<file path="config.mk">
export PLATFORM = sky130hd
export DESIGN_NAME = alu_control_sequencer
export DESIGN_NICKNAME = d
export VERILOG_FILES = /design/src/rtl/alu_control_sequencer.sv
export SDC_FILE = /design/constraint.sdc
export NUM_CORES = 1
export LEC_CHECK = 0
export ABC_CLOCK_PERIOD_IN_PS = 1900
export BUFFER_PORTS_ARGS = -buffer_cell sky130_fd_sc_hd__buf_4
export CAP_MARGIN = 10
export CORE_MARGIN = 1
export CORE_UTILIZATION = 35
export CTS_CLUSTER_DIAMETER = 50
export DETAILED_ROUTE_END_ITERATION = 12
export MAX_ROUTING_LAYER = met4
export PLACE_DENSITY = 0.55
export SYNTH_ARGS = -nofsm -noshare
export SYNTH_HDL_FRONTEND = slang
export SYNTH_SLANG_ARGS = --single-unit
</file>
<file path="constraint.sdc">
create_clock -name clk -period 1.9 [get_ports clk]
set_input_delay 0.38 -clock clk [delete_from_list [all_inputs] [get_ports clk]]
set_output_delay 0.38 -clock clk [all_outputs]
set_load 0.01 [all_outputs]
</file>
<file path="src/rtl/alu_control_sequencer.sv">
// Multi-cycle control sequencer: accepts one instruction per handshake,
// steps it through PC increment, execute and optional branch-target cycles,
// and drives the ALU function code and operand selects for each step.
module alu_control_sequencer #(
  parameter int WORD_SIZE  = 16,
  parameter int FUNC_WIDTH = 4,
  parameter int CNT_WIDTH  = 16
) (
  input  logic                  clk,
  input  logic                  reset,
  input  logic                  instr_valid,
  output logic                  instr_ready,
  input  logic [WORD_SIZE-1:0]  instr,
  input  logic                  alu_cond,
  output logic [FUNC_WIDTH-1:0] alu_func_code,
  output logic                  alu_src_a,
  output logic [1:0]            alu_src_b,
  output logic [2:0]            state,
  output logic                  done,
  output logic [CNT_WIDTH-1:0]  retired_count
);

  // State encodings are visible on the state port, so they are fixed values.
  localparam logic [2:0] S_IDLE  = 3'd0;
  localparam logic [2:0] S_PCINC = 3'd1;
  localparam logic [2:0] S_EXEC  = 3'd2;
  localparam logic [2:0] S_BRTGT = 3'd3;
  localparam logic [2:0] S_DONE  = 3'd4;

  // Opcodes.
  localparam logic [3:0] OP_BNE = 4'd0;
  localparam logic [3:0] OP_BEQ = 4'd1;
  localparam logic [3:0] OP_BGZ = 4'd2;
  localparam logic [3:0] OP_BLZ = 4'd3;
  localparam logic [3:0] OP_ADI = 4'd4;
  localparam logic [3:0] OP_ORI = 4'd5;
  localparam logic [3:0] OP_LHI = 4'd6;
  localparam logic [3:0] OP_LWD = 4'd7;
  localparam logic [3:0] OP_SWD = 4'd8;
  localparam logic [3:0] OP_ALU = 4'd15;

  // R-type function fields that are jumps through a register.
  localparam logic [5:0] INST_FUNC_JPR = 6'd25;
  localparam logic [5:0] INST_FUNC_JRL = 6'd26;

  // ALU function codes (4-bit native form).
  localparam logic [3:0] FUNC_ADD = 4'd0;
  localparam logic [3:0] FUNC_SUB = 4'd1;
  localparam logic [3:0] FUNC_ORR = 4'd3;
  localparam logic [3:0] FUNC_IP1 = 4'd8;
  localparam logic [3:0] FUNC_IP2 = 4'd9;
  localparam logic [3:0] FUNC_BNE = 4'd10;
  localparam logic [3:0] FUNC_BGZ = 4'd11;
  localparam logic [3:0] FUNC_BLZ = 4'd12;

  // "No operation" code: all-ones at whatever width the ALU port has.
  localparam logic [FUNC_WIDTH-1:0] FUNC_NONE = '1;

  // Zero-extend (or truncate) a 4-bit macro code to the ALU port width.
  function automatic logic [FUNC_WIDTH-1:0] fext4(input logic [3:0] c);
    logic [FUNC_WIDTH+3:0] t;
    t = {{FUNC_WIDTH{1'b0}}, c};
    return t[FUNC_WIDTH-1:0];
  endfunction

  // Low FUNC_WIDTH bits of the 6-bit instruction func field, zero-extended.
  function automatic logic [FUNC_WIDTH-1:0] fext6(input logic [5:0] c);
    logic [FUNC_WIDTH+5:0] t;
    t = {{FUNC_WIDTH{1'b0}}, c};
    return t[FUNC_WIDTH-1:0];
  endfunction

  logic [2:0]           state_q, state_d;
  logic [WORD_SIZE-1:0] instr_q;
  logic [CNT_WIDTH-1:0] count_q;

  logic [3:0]            op;
  logic [5:0]            fld;
  logic [FUNC_WIDTH-1:0] dec_func;
  logic                  dec_imm;
  logic                  dec_branch;
  logic                  unused_instr_bits;

  assign op  = instr_q[15:12];
  assign fld = instr_q[5:0];
  assign unused_instr_bits = ^instr_q;

  // State register, instruction latch and retired-instruction counter.
  always_ff @(posedge clk) begin
    if (reset) begin
      state_q <= S_IDLE;
      instr_q <= '0;
      count_q <= '0;
    end else begin
      state_q <= state_d;
      if (state_q == S_IDLE && instr_valid) instr_q <= instr;
      if (state_q == S_DONE) count_q <= count_q + 1'b1;
    end
  end

  // Decode of the latched instruction into EXEC-cycle controls.
  always_comb begin
    dec_func   = FUNC_NONE;
    dec_imm    = 1'b0;
    dec_branch = 1'b0;
    unique case (op)
      OP_ALU: begin
        if (fld == INST_FUNC_JPR || fld == INST_FUNC_JRL) dec_func = fext4(FUNC_IP1);
        else dec_func = fext6(fld);
      end
      OP_ADI, OP_LWD, OP_SWD: begin
        dec_func = fext4(FUNC_ADD);
        dec_imm  = 1'b1;
      end
      OP_ORI: begin
        dec_func = fext4(FUNC_ORR);
        dec_imm  = 1'b1;
      end
      OP_LHI: begin
        dec_func = fext4(FUNC_IP2);
        dec_imm  = 1'b1;
      end
      OP_BNE: begin
        dec_func   = fext4(FUNC_BNE);
        dec_branch = 1'b1;
      end
      OP_BEQ: begin
        dec_func   = fext4(FUNC_SUB);
        dec_branch = 1'b1;
      end
      OP_BGZ: begin
        dec_func   = fext4(FUNC_BGZ);
        dec_branch = 1'b1;
      end
      OP_BLZ: begin
        dec_func   = fext4(FUNC_BLZ);
        dec_branch = 1'b1;
      end
      default: dec_func = FUNC_NONE;
    endcase
  end

  // Next-state selection; unknown encodings fall back to IDLE.
  always_comb begin
    state_d = S_IDLE;
    case (state_q)
      S_IDLE:  state_d = instr_valid ? S_PCINC : S_IDLE;
      S_PCINC: state_d = (dec_func == FUNC_NONE) ? S_DONE : S_EXEC;
      S_EXEC:  state_d = (dec_branch && alu_cond) ? S_BRTGT : S_DONE;
      S_BRTGT: state_d = S_DONE;
      S_DONE:  state_d = S_IDLE;
      default: state_d = S_IDLE;
    endcase
  end

  // Outputs decoded from the registered state and latched instruction only.
  always_comb begin
    alu_func_code = FUNC_NONE;
    alu_src_a     = 1'b0;
    alu_src_b     = 2'd0;
    case (state_q)
      S_PCINC: begin
        alu_func_code = fext4(FUNC_ADD);
        alu_src_a     = 1'b1;
        alu_src_b     = 2'd2;
      end
      S_EXEC: begin
        alu_func_code = dec_func;
        alu_src_b     = dec_imm ? 2'd1 : 2'd0;
      end
      S_BRTGT: begin
        alu_func_code = fext4(FUNC_ADD);
        alu_src_a     = 1'b1;
        alu_src_b     = 2'd1;
      end
      default: ;
    endcase
  end

  assign instr_ready   = (state_q == S_IDLE);
  assign done          = (state_q == S_DONE);
  assign state         = state_q;
  assign retired_count = count_q;

endmodule

</file>
==> impl_metrics.json, run 1 <==
{
  "outcome": "complete, but fails checks",
  "violations": "setup timing",
  "fp.dieW_um": 68.0,
  "crit_path_top_delay_cell": "dfxtp_4",
  "crit-reg2reg-launch": "instr_q[14]$_SDFFE_PP0P_",
  "whs_endpoint": "instr_q[13]$_SDFFE_PP0P_",
  "start_util_pct": 37.3,
  "worst_slack_ns": -0.0689,
  "ioPinCount": 48,
  "placementRows": 23,
  "fillers": 398,
  "final_util_pct": 49.9,
  "grt_pass1_wl_mm": 6.15,
  "slew_headroom_pct": 62.5,
  "ctsHoldBuffers": 0,
  "setup_viol": 2,
  "avgSynthCellArea_um2": 8.06,
  "routed_wl_mm": 3.83,
  "p_int_mw": 1.01,
  "setup_tns_ns": -0.102,
  "post-route-min-period_ns": 1.97,
  "clock-root-buffer": "clkbuf_8",
  "clock_latency_ns": 0.28,
  "hold_violations": 0,
  "drt-initial-drc-count": 85,
  "path_buf_inv": 1,
  "clock_skew_ns": 0.00352,
  "syn_area_um2": 1520,
  "wl_per_cell_um": 13.3,
  "placedCellCount": 275,
  "overflow": 0,
  "holdPathStages": 3,
  "hold_path_class": "input pin to register",
  "clockBufferDepth": 2,
  "start_kind": "register",
  "drc": 0,
  "ys_ff_latch": 29,
  "ys_warn_count": 0,
  "portBuffers": 41,
  "coreArea_um2": 4090,
  "seqPwrFrac_pct": 47.0,
  "place_congestion": 0.911,
  "ir_worst_vdd_mv": 0.411,
  "yosysTopAreaCellShare_pct": 38.1,
  "ys_async_sr_fraction_pct": 0,
  "nets": 257,
  "cts_tree": "yes",
  "antenna_found_initial": 0,
  "path_cells": "nand4b_1 -> or3_1 -> o31ai_1 -> a21oi_1 -> buf_4",
  "worst_pin_slew_ns": 0.555,
  "comb_power_share_pct": 17.7,
  "final_max_slew_viol_count": 0,
  "grt_pass1_vias": 1360,
  "dp.final_hpwl_mm": 2.66,
  "track_usage_pct": 18.3,
  "reg2reg_slack_ns": 0.18,
  "power_density_nw_per_um2": 689,
  "hold_path.startpoint": "instr[13]",
  "max_freq_mhz": 508,
  "cellLeakagePower_nw": 0.824,
  "min_period_over_period_pct": 104,
  "fp.dieArea_um2": 4620,
  "path_delay_family": "simple AND/OR/NAND/NOR gates",
  "ys_seq_area_share_pct": 38.1,
  "clk_pin_slew_ns": 0.07,
  "synth_edf_count": 0,
  "p_sw_share_pct": 28.5,
  "rsz0062_at_grt": "yes",
  "hold_ws_ns": 0.335,
  "synthesis.nets": 210,
  "diodes": 0,
  "synth_cell_types": 42,
  "area_growth_pct": 34.0,
  "max-cap-violations": 0,
  "ys.flop_type": "dfxtp_1",
  "critPathMaxStageDelay_ns": 0.39,
  "drt_pass1_iterations": 4,
  "drive_gt1_share_pct": 33.3,
  "die_h_um": 68.0,
  "critPathMaxFanout": 6,
  "avgViaCountPerCell": 5.22,
  "syn_inst": 189,
  "grt_max_degree": 31,
  "power_switching_uw": 400,
  "synth_top_cells_by_area": "dfxtp_1 38%, a21oi_1 7.9%, nand2_1 6.9%, xor2_1 5.2%, nor2_1 3.2%",
  "htreeDepth": 2,
  "worstPathArrival_ns": 1.59,
  "timing.rr.end": "state[1]$_SDFF_PP0_",
  "vias": 1499,
  "ant_nets": 0,
  "worstPathRequired_ns": 1.52,
  "cp-end-kind": "output port",
  "instances_no_fill": 287,
  "crit_type": "register to output port",
  "clock_power_share_pct": 35.3,
  "p_total_mw": 1.41,
  "numCtsBuffers": 5,
  "cts_sinks": 29,
  "rr_worst_depth": 7,
  "yosysTopAreaCell": "dfxtp_1"
}
-- sequential cells by signal, summed over array words and instances, names as in the netlist --
name / cells
instr_q: 10
retired_count: 16
state: 3
-- layout make-up --
type                       count  area, um^2  share of cell area, %
clock buffer                   5        68.8                   3.37
clock inverter                 3        17.5                  0.858
inverter                       6        22.5                   1.10
multi-input combinational    143         890                   43.6
sequential                    29         593                   29.1
tap                           50        62.6                   3.07
timing repair buffer          51         387                   18.9
-- worst register-to-register path: stages (launching register included) --
cell and delay, ns:
dfxtp_4 0.37, buf_6 0.13, buf_4 0.12, buf_4 0.12, nor4b_1 0.53, nand2_1 0.11, a21oi_1 0.16, o21a_1 0.13
-- kinds of logic after synthesis --
group / Yosys count / synth area share, %
simple gates: 89 / 32.5
compound gates: 44 / 17.3
flops: 29 / 38.1
buf+inv: 17 / 6.00
xor+xnor: 9 / 5.18
fa+ha+maj: 1 / 0.822
-- synthesized netlist by cell type (4+ instances only) --
cell type,number
nand2_1,28
nand2b_1,5
xor2_1,9
dfxtp_1,29
a21oi_1,24
o21ai_0,7
buf_2,4
nor3_1,4
nor2_1,13
inv_1,6
or3_1,7
nand3_1,5
nand4_1,5
-- repair_timing --
action	4_1_cts	5_1_grt
setup endpoints to repair	5	5
gates resized for setup	13	6
pin swaps	6	3
buffers inserted	4	0
-- how the worst max path moves through the flow --
stage	from	to	slack, ns	cells past startpoint
2_1_floorplan	instr_q[13]$_SDFFE_PP0P_	alu_func_code[3]	0.27	5
3_3_place_gp	instr_q[15]$_SDFFE_PP0P_	alu_func_code[3]	0.08	5
3_5_place_dp	instr_q[15]$_SDFFE_PP0P_	alu_func_code[3]	0.04	5
4_1_cts	instr_q[5]$_SDFFE_PP0P_	alu_func_code[1]	-0.04	5
5_1_grt	instr_q[14]$_SDFFE_PP0P_	alu_func_code[1]	-0.18	5
6_report	instr_q[14]$_SDFFE_PP0P_	alu_func_code[1]	-0.07	5
-- metrics by stage --
| stage | setup WS, ns | cell area, um^2 |
|---|---|---|
| after detailed placement | 0.0367 | 1870 |
| final | -0.0689 | 2040 |
| after CTS | -0.0384 | 2010 |
| after global placement | 0.0810 | 1870 |
| after floorplan | 0.268 | 1520 |
| after global routing | -0.180 | 2040 |
-- metal layers --
metal	up-vias	share of wire, %	global-route usage (%)
met5	-	0	-
met4	0	2.0	8.59
met3	11	4.9	4.17
met2	43	44	27.3
met1	685	49	23.2
li1	760	-	-
-- placed cells by master (no fill, tap or decap), drive strengths merged --
cell type,count
nand2,29
o31ai,3
and2,3
xor2,9
and4,2
o32ai,1
nor4,1
a21oi,24
clkbuf,5
o2111a,1
ha,1
clkinv,2
nand4,5
inv,6
o31a,1
and3,1
o21ai,7
a211oi,1
a221o,1
or4,3
clkinvlp,1
nor4b,2
nand2b,5
a21o,1
nor3,4
o211ai,1
or3,7
dfxtp,29
or2,1
nor3b,1
a21bo,1
o21a,2
nor2b,3
buf,51
nand3,7
nor2,13
nand4b,1
and4bb,1
-- power groups by stage --
stage          combinational, mW  sequential (mW)  clock [mW]
2_1_floorplan              0.139            0.659           0
3_3_place_gp               0.218            0.672           0
3_5_place_dp               0.221            0.673           0
4_1_cts                    0.240            0.658       0.514
5_1_grt                    0.276            0.665       0.549
6_report                   0.248            0.661       0.497
No activity file was read; power rests on OpenSTA's default activity.
==> run 2: changes to the inputs <==
--- a/config.mk
+++ b/config.mk
@@ -5,6 +5,7 @@
 export SDC_FILE = /design/constraint.sdc
 export NUM_CORES = 1
 export LEC_CHECK = 0
+export ABC_AREA = 1
 export ABC_CLOCK_PERIOD_IN_PS = 1900
 export BUFFER_PORTS_ARGS = -buffer_cell sky130_fd_sc_hd__buf_4
 export CAP_MARGIN = 10
@@ -13,7 +14,7 @@
 export CTS_CLUSTER_DIAMETER = 50
 export DETAILED_ROUTE_END_ITERATION = 12
 export MAX_ROUTING_LAYER = met4
-export PLACE_DENSITY = 0.55
+export PLACE_DENSITY = 0.56
 export SYNTH_ARGS = -nofsm -noshare
 export SYNTH_HDL_FRONTEND = slang
 export SYNTH_SLANG_ARGS = --single-unit
==> run 2 against run 1 <==
Worst setup slack gained 0.14 ns. Synthesized area down 1.7%. Wire length shrank 8.8%. Largest power group unchanged. The run now ends clean. Highest routed layer unchanged. Clock power grew 2%. Count of clock-buffer cells in the layout increased by 2. Worst hold slack better by 0.0019 ns. Register-to-register slack improved by 0.11 ns. Global-route usage rose by 0.12 points. Combinational power is 3% higher. Sequential share of layout area is 0.49 points higher. Die area shrank 1.7%.
==> impl_metrics.json, run 2 <==
{
  "outcome": "finished, final reports clean",
  "ys.flop_type": "dfxtp_1",
  "synth_edf_count": 0,
  "setup_viol": 0,
  "synth.most_common_cell": "nand2_1",
  "clockBufferDepth": 2,
  "path_cells": "nor2_2 -> nor2_1 -> nor2_1 -> nand3_1 -> nor3_2 -> nor2_1 -> buf_4",
  "fp.dieArea_um2": 4540,
  "synthesis.nets": 251,
  "dp.final_hpwl_mm": 2.65,
  "top_usage_layer": "met1",
  "cp-end-kind": "output port",
  "htreeDepth": 2,
  "drt-initial-drc-count": 69,
  "crit-reg2reg-launch": "state[2]$_SDFF_PP0_",
  "rsz0062_at_grt": "yes",
  "power_density_nw_per_um2": 713,
  "critPathMaxFanout": 4,
  "vias": 1548,
  "final_common_cell": "nand2_1",
  "post-route-min-period_ns": 1.83,
  "crit_path_top_delay_cell": "dfxtp_4",
  "placementRows": 23,
  "cp-startpoint": "instr_q[12]$_SDFFE_PP0P_",
  "fillers": 431,
  "rr_worst_depth": 9,
  "ys_ff_latch": 29,
  "grt_max_degree": 20,
  "clock_skew_ns": 0.00276,
  "numCtsBuffers": 5,
  "multiInputGateArea_um2": 807,
  "die_h_um": 67.4,
  "ant_nets": 0,
  "ys_seq_area_share_pct": 38.8,
  "drt_pass1_iterations": 4,
  "hold_path.startpoint": "reset",
  "final_util_pct": 49.5,
  "ir_worst_vdd_mv": 0.445,
  "synth_top_cells_by_area": "dfxtp_1 39%, nand2_1 14%, a21oi_1 8.4%, inv_1 7.8%, nor2_1 7.8%",
  "grt.met2_usage_pct": 24.6,
  "syn_inst": 230,
  "track_usage_pct": 18.4,
  "ys_warn_count": 0,
  "clk_pin_slew_ns": 0.06,
  "final_max_slew_viol_count": 0,
  "wl_per_cell_um": 10.6,
  "worstPathArrival_ns": 1.45,
  "max-cap-violations": 0,
  "fp.dieW_um": 67.4,
  "crit_type": "register to output port",
  "holdPathStages": 2,
  "coreArea_um2": 4060,
  "critPathMaxStageDelay_ns": 0.36,
  "ioPinCount": 48,
  "drive_gt1_share_pct": 25.9,
  "syn_area_um2": 1500,
  "antenna_found_initial": 0,
  "clock_latency_ns": 0.28,
  "clock-root-buffer": "clkbuf_8",
  "fin_area_um2": 2010,
  "place_congestion": 0.806,
  "seq_area_um2": 593,
  "avgViaCountPerCell": 4.72,
  "grt_pass1_wl_mm": 5.99,
  "worst_pin_slew_ns": 0.347,
  "path_buf_inv": 1,
  "yosysTopAreaCellShare_pct": 38.8,
  "avgSynthCellArea_um2": 6.51,
  "ctsHoldBuffers": 0,
  "start_kind": "register",
  "largest_reg_flops": 16,
  "whs_endpoint": "state[1]$_SDFF_PP0_",
  "max_freq_mhz": 547,
  "routed_wl_mm": 3.49,
  "cpMostUsedCell": "nor2_1",
  "yosysTopAreaCell": "dfxtp_1",
  "placed_area_um2": 1870,
  "overflow": 0,
  "cts_sinks": 29,
  "use_met1_pct": 25.5,
  "area_growth_pct": 34.1,
  "ys_async_sr_fraction_pct": 0,
  "worstPathRequired_ns": 1.52,
  "hold_violations": 0,
  "start_util_pct": 36.9,
  "grt_pass1_vias": 1352,
  "path_delay_family": "simple AND/OR/NAND/NOR gates",
  "final_cell_mix": "55 x nand2_1, 45 x buf_4, 29 x inv_1",
  "timing.rr.end": "retired_count[15]$_SDFFE_PP0P_",
  "diodes": 0,
  "cts_tree": "yes",
  "min_period_over_period_pct": 96.3,
  "slew_headroom_pct": 76.7,
  "cellLeakagePower_nw": 0.913,
  "synth_commonest_cells": "57 x nand2_1, 31 x inv_1, 31 x nor2_1",
  "synth_cell_types": 23,
  "reg2reg_slack_ns": 0.29,
  "nets": 299,
  "grt_util_met3_pct": 6.08,
  "drc": 0,
  "hold_path_class": "input pin to register",
  "portBuffers": 41
}
run 2: cell count changes in the layout (fill, tap and decap cells not counted), sizes merged, moves of 6 or more:
cell	change
or3	-7
buf	-6
xor2	-8
inv	+26
nor2	+22
o21ai	+10
nand2	+29
run 2: metrics by stage:
| stage | TNS, ns | power (mW) | hold slack (ns) | setup slack (ns) | instances |
|---|---|---|---|---|---|
| floorplan | 0 | 0.819 | 0.430 | 0.409 | 230 |
| global placement | 0 | 0.919 | 0.448 | 0.245 | 320 |
| detailed placement | 0 | 0.920 | 0.454 | 0.247 | 320 |
| CTS | 0 | 1.44 | 0.335 | 0.00348 | 328 |
| global route | -0.0363 | 1.52 | 0.331 | -0.0363 | 328 |
| finish | 0 | 1.43 | 0.337 | 0.0709 | 328 |
run 2: timing repair:
action / 4_1_cts / 5_1_grt
pin swaps: 1 / 2
buffers inserted: 1 / 0
gates resized for setup: 1 / 16
endpoints found under the setup margin: 1 / 5
cloned: 0 / 0
run 2: area by class of cell:
| type | count | area share [%] |
|---|---|---|
| clock buffers | 7 | 4.30 |
| inverters | 32 | 5.99 |
| multi-input cells | 165 | 40.2 |
| flip-flops and latches | 29 | 29.6 |
| well taps | 50 | 3.12 |
| repair buffers | 45 | 16.8 |
run 2: kinds of logic after synthesis:
logic type	after synthesis	synth area share (%)
compound gates	48	16.8
xor+xnor	1	0.585
simple gates	115	33.9
buf+inv	36	9.11
fa+ha+maj	1	0.836
flops	29	38.8
run 2: worst max path at each step:
stage,to,slack (ns),cells after the start
2_1_floorplan,instr_q[4]$_SDFFE_PP0P_,0.41,5
3_3_place_gp,alu_func_code[3],0.25,8
3_5_place_dp,alu_func_code[3],0.25,8
4_1_cts,alu_func_code[3],0.003,8
5_1_grt,alu_func_code[3],-0.04,7
6_report,alu_func_code[3],0.07,7
run 2: worst reg2reg max path: stages, from the launching register on:
cell,delay [ns]
dfxtp_1,0.51
nand3_4,0.17
nor2_2,0.16
nand2_1,0.10
nor2_2,0.14
nand2_1,0.10
nor2_2,0.13
nand3_1,0.08
nand2_1,0.06
nor2_1,0.03
run 2: layer usage:
| metal | vias to the layer above | part of all wire, % | wire (um) |
|---|---|---|---|
| met3 | 6 | 6.1 | 214 |
| met4 | 0 | 1.3 | 46 |
| met2 | 42 | 38 | 1340 |
| li1 | 839 | - | - |
| met1 | 661 | 54 | 1890 |
| met5 | - | 0 | 0 |
run 2: report_power, final:
group / leakage (nW) / internal [mW] / switching, mW
Combinational: 0.630 / 0.112 / 0.145
Clock: 0.0443 / 0.287 / 0.222
Sequential: 0.238 / 0.636 / 0.0302
Total: 0.913 / 1.03 / 0.397
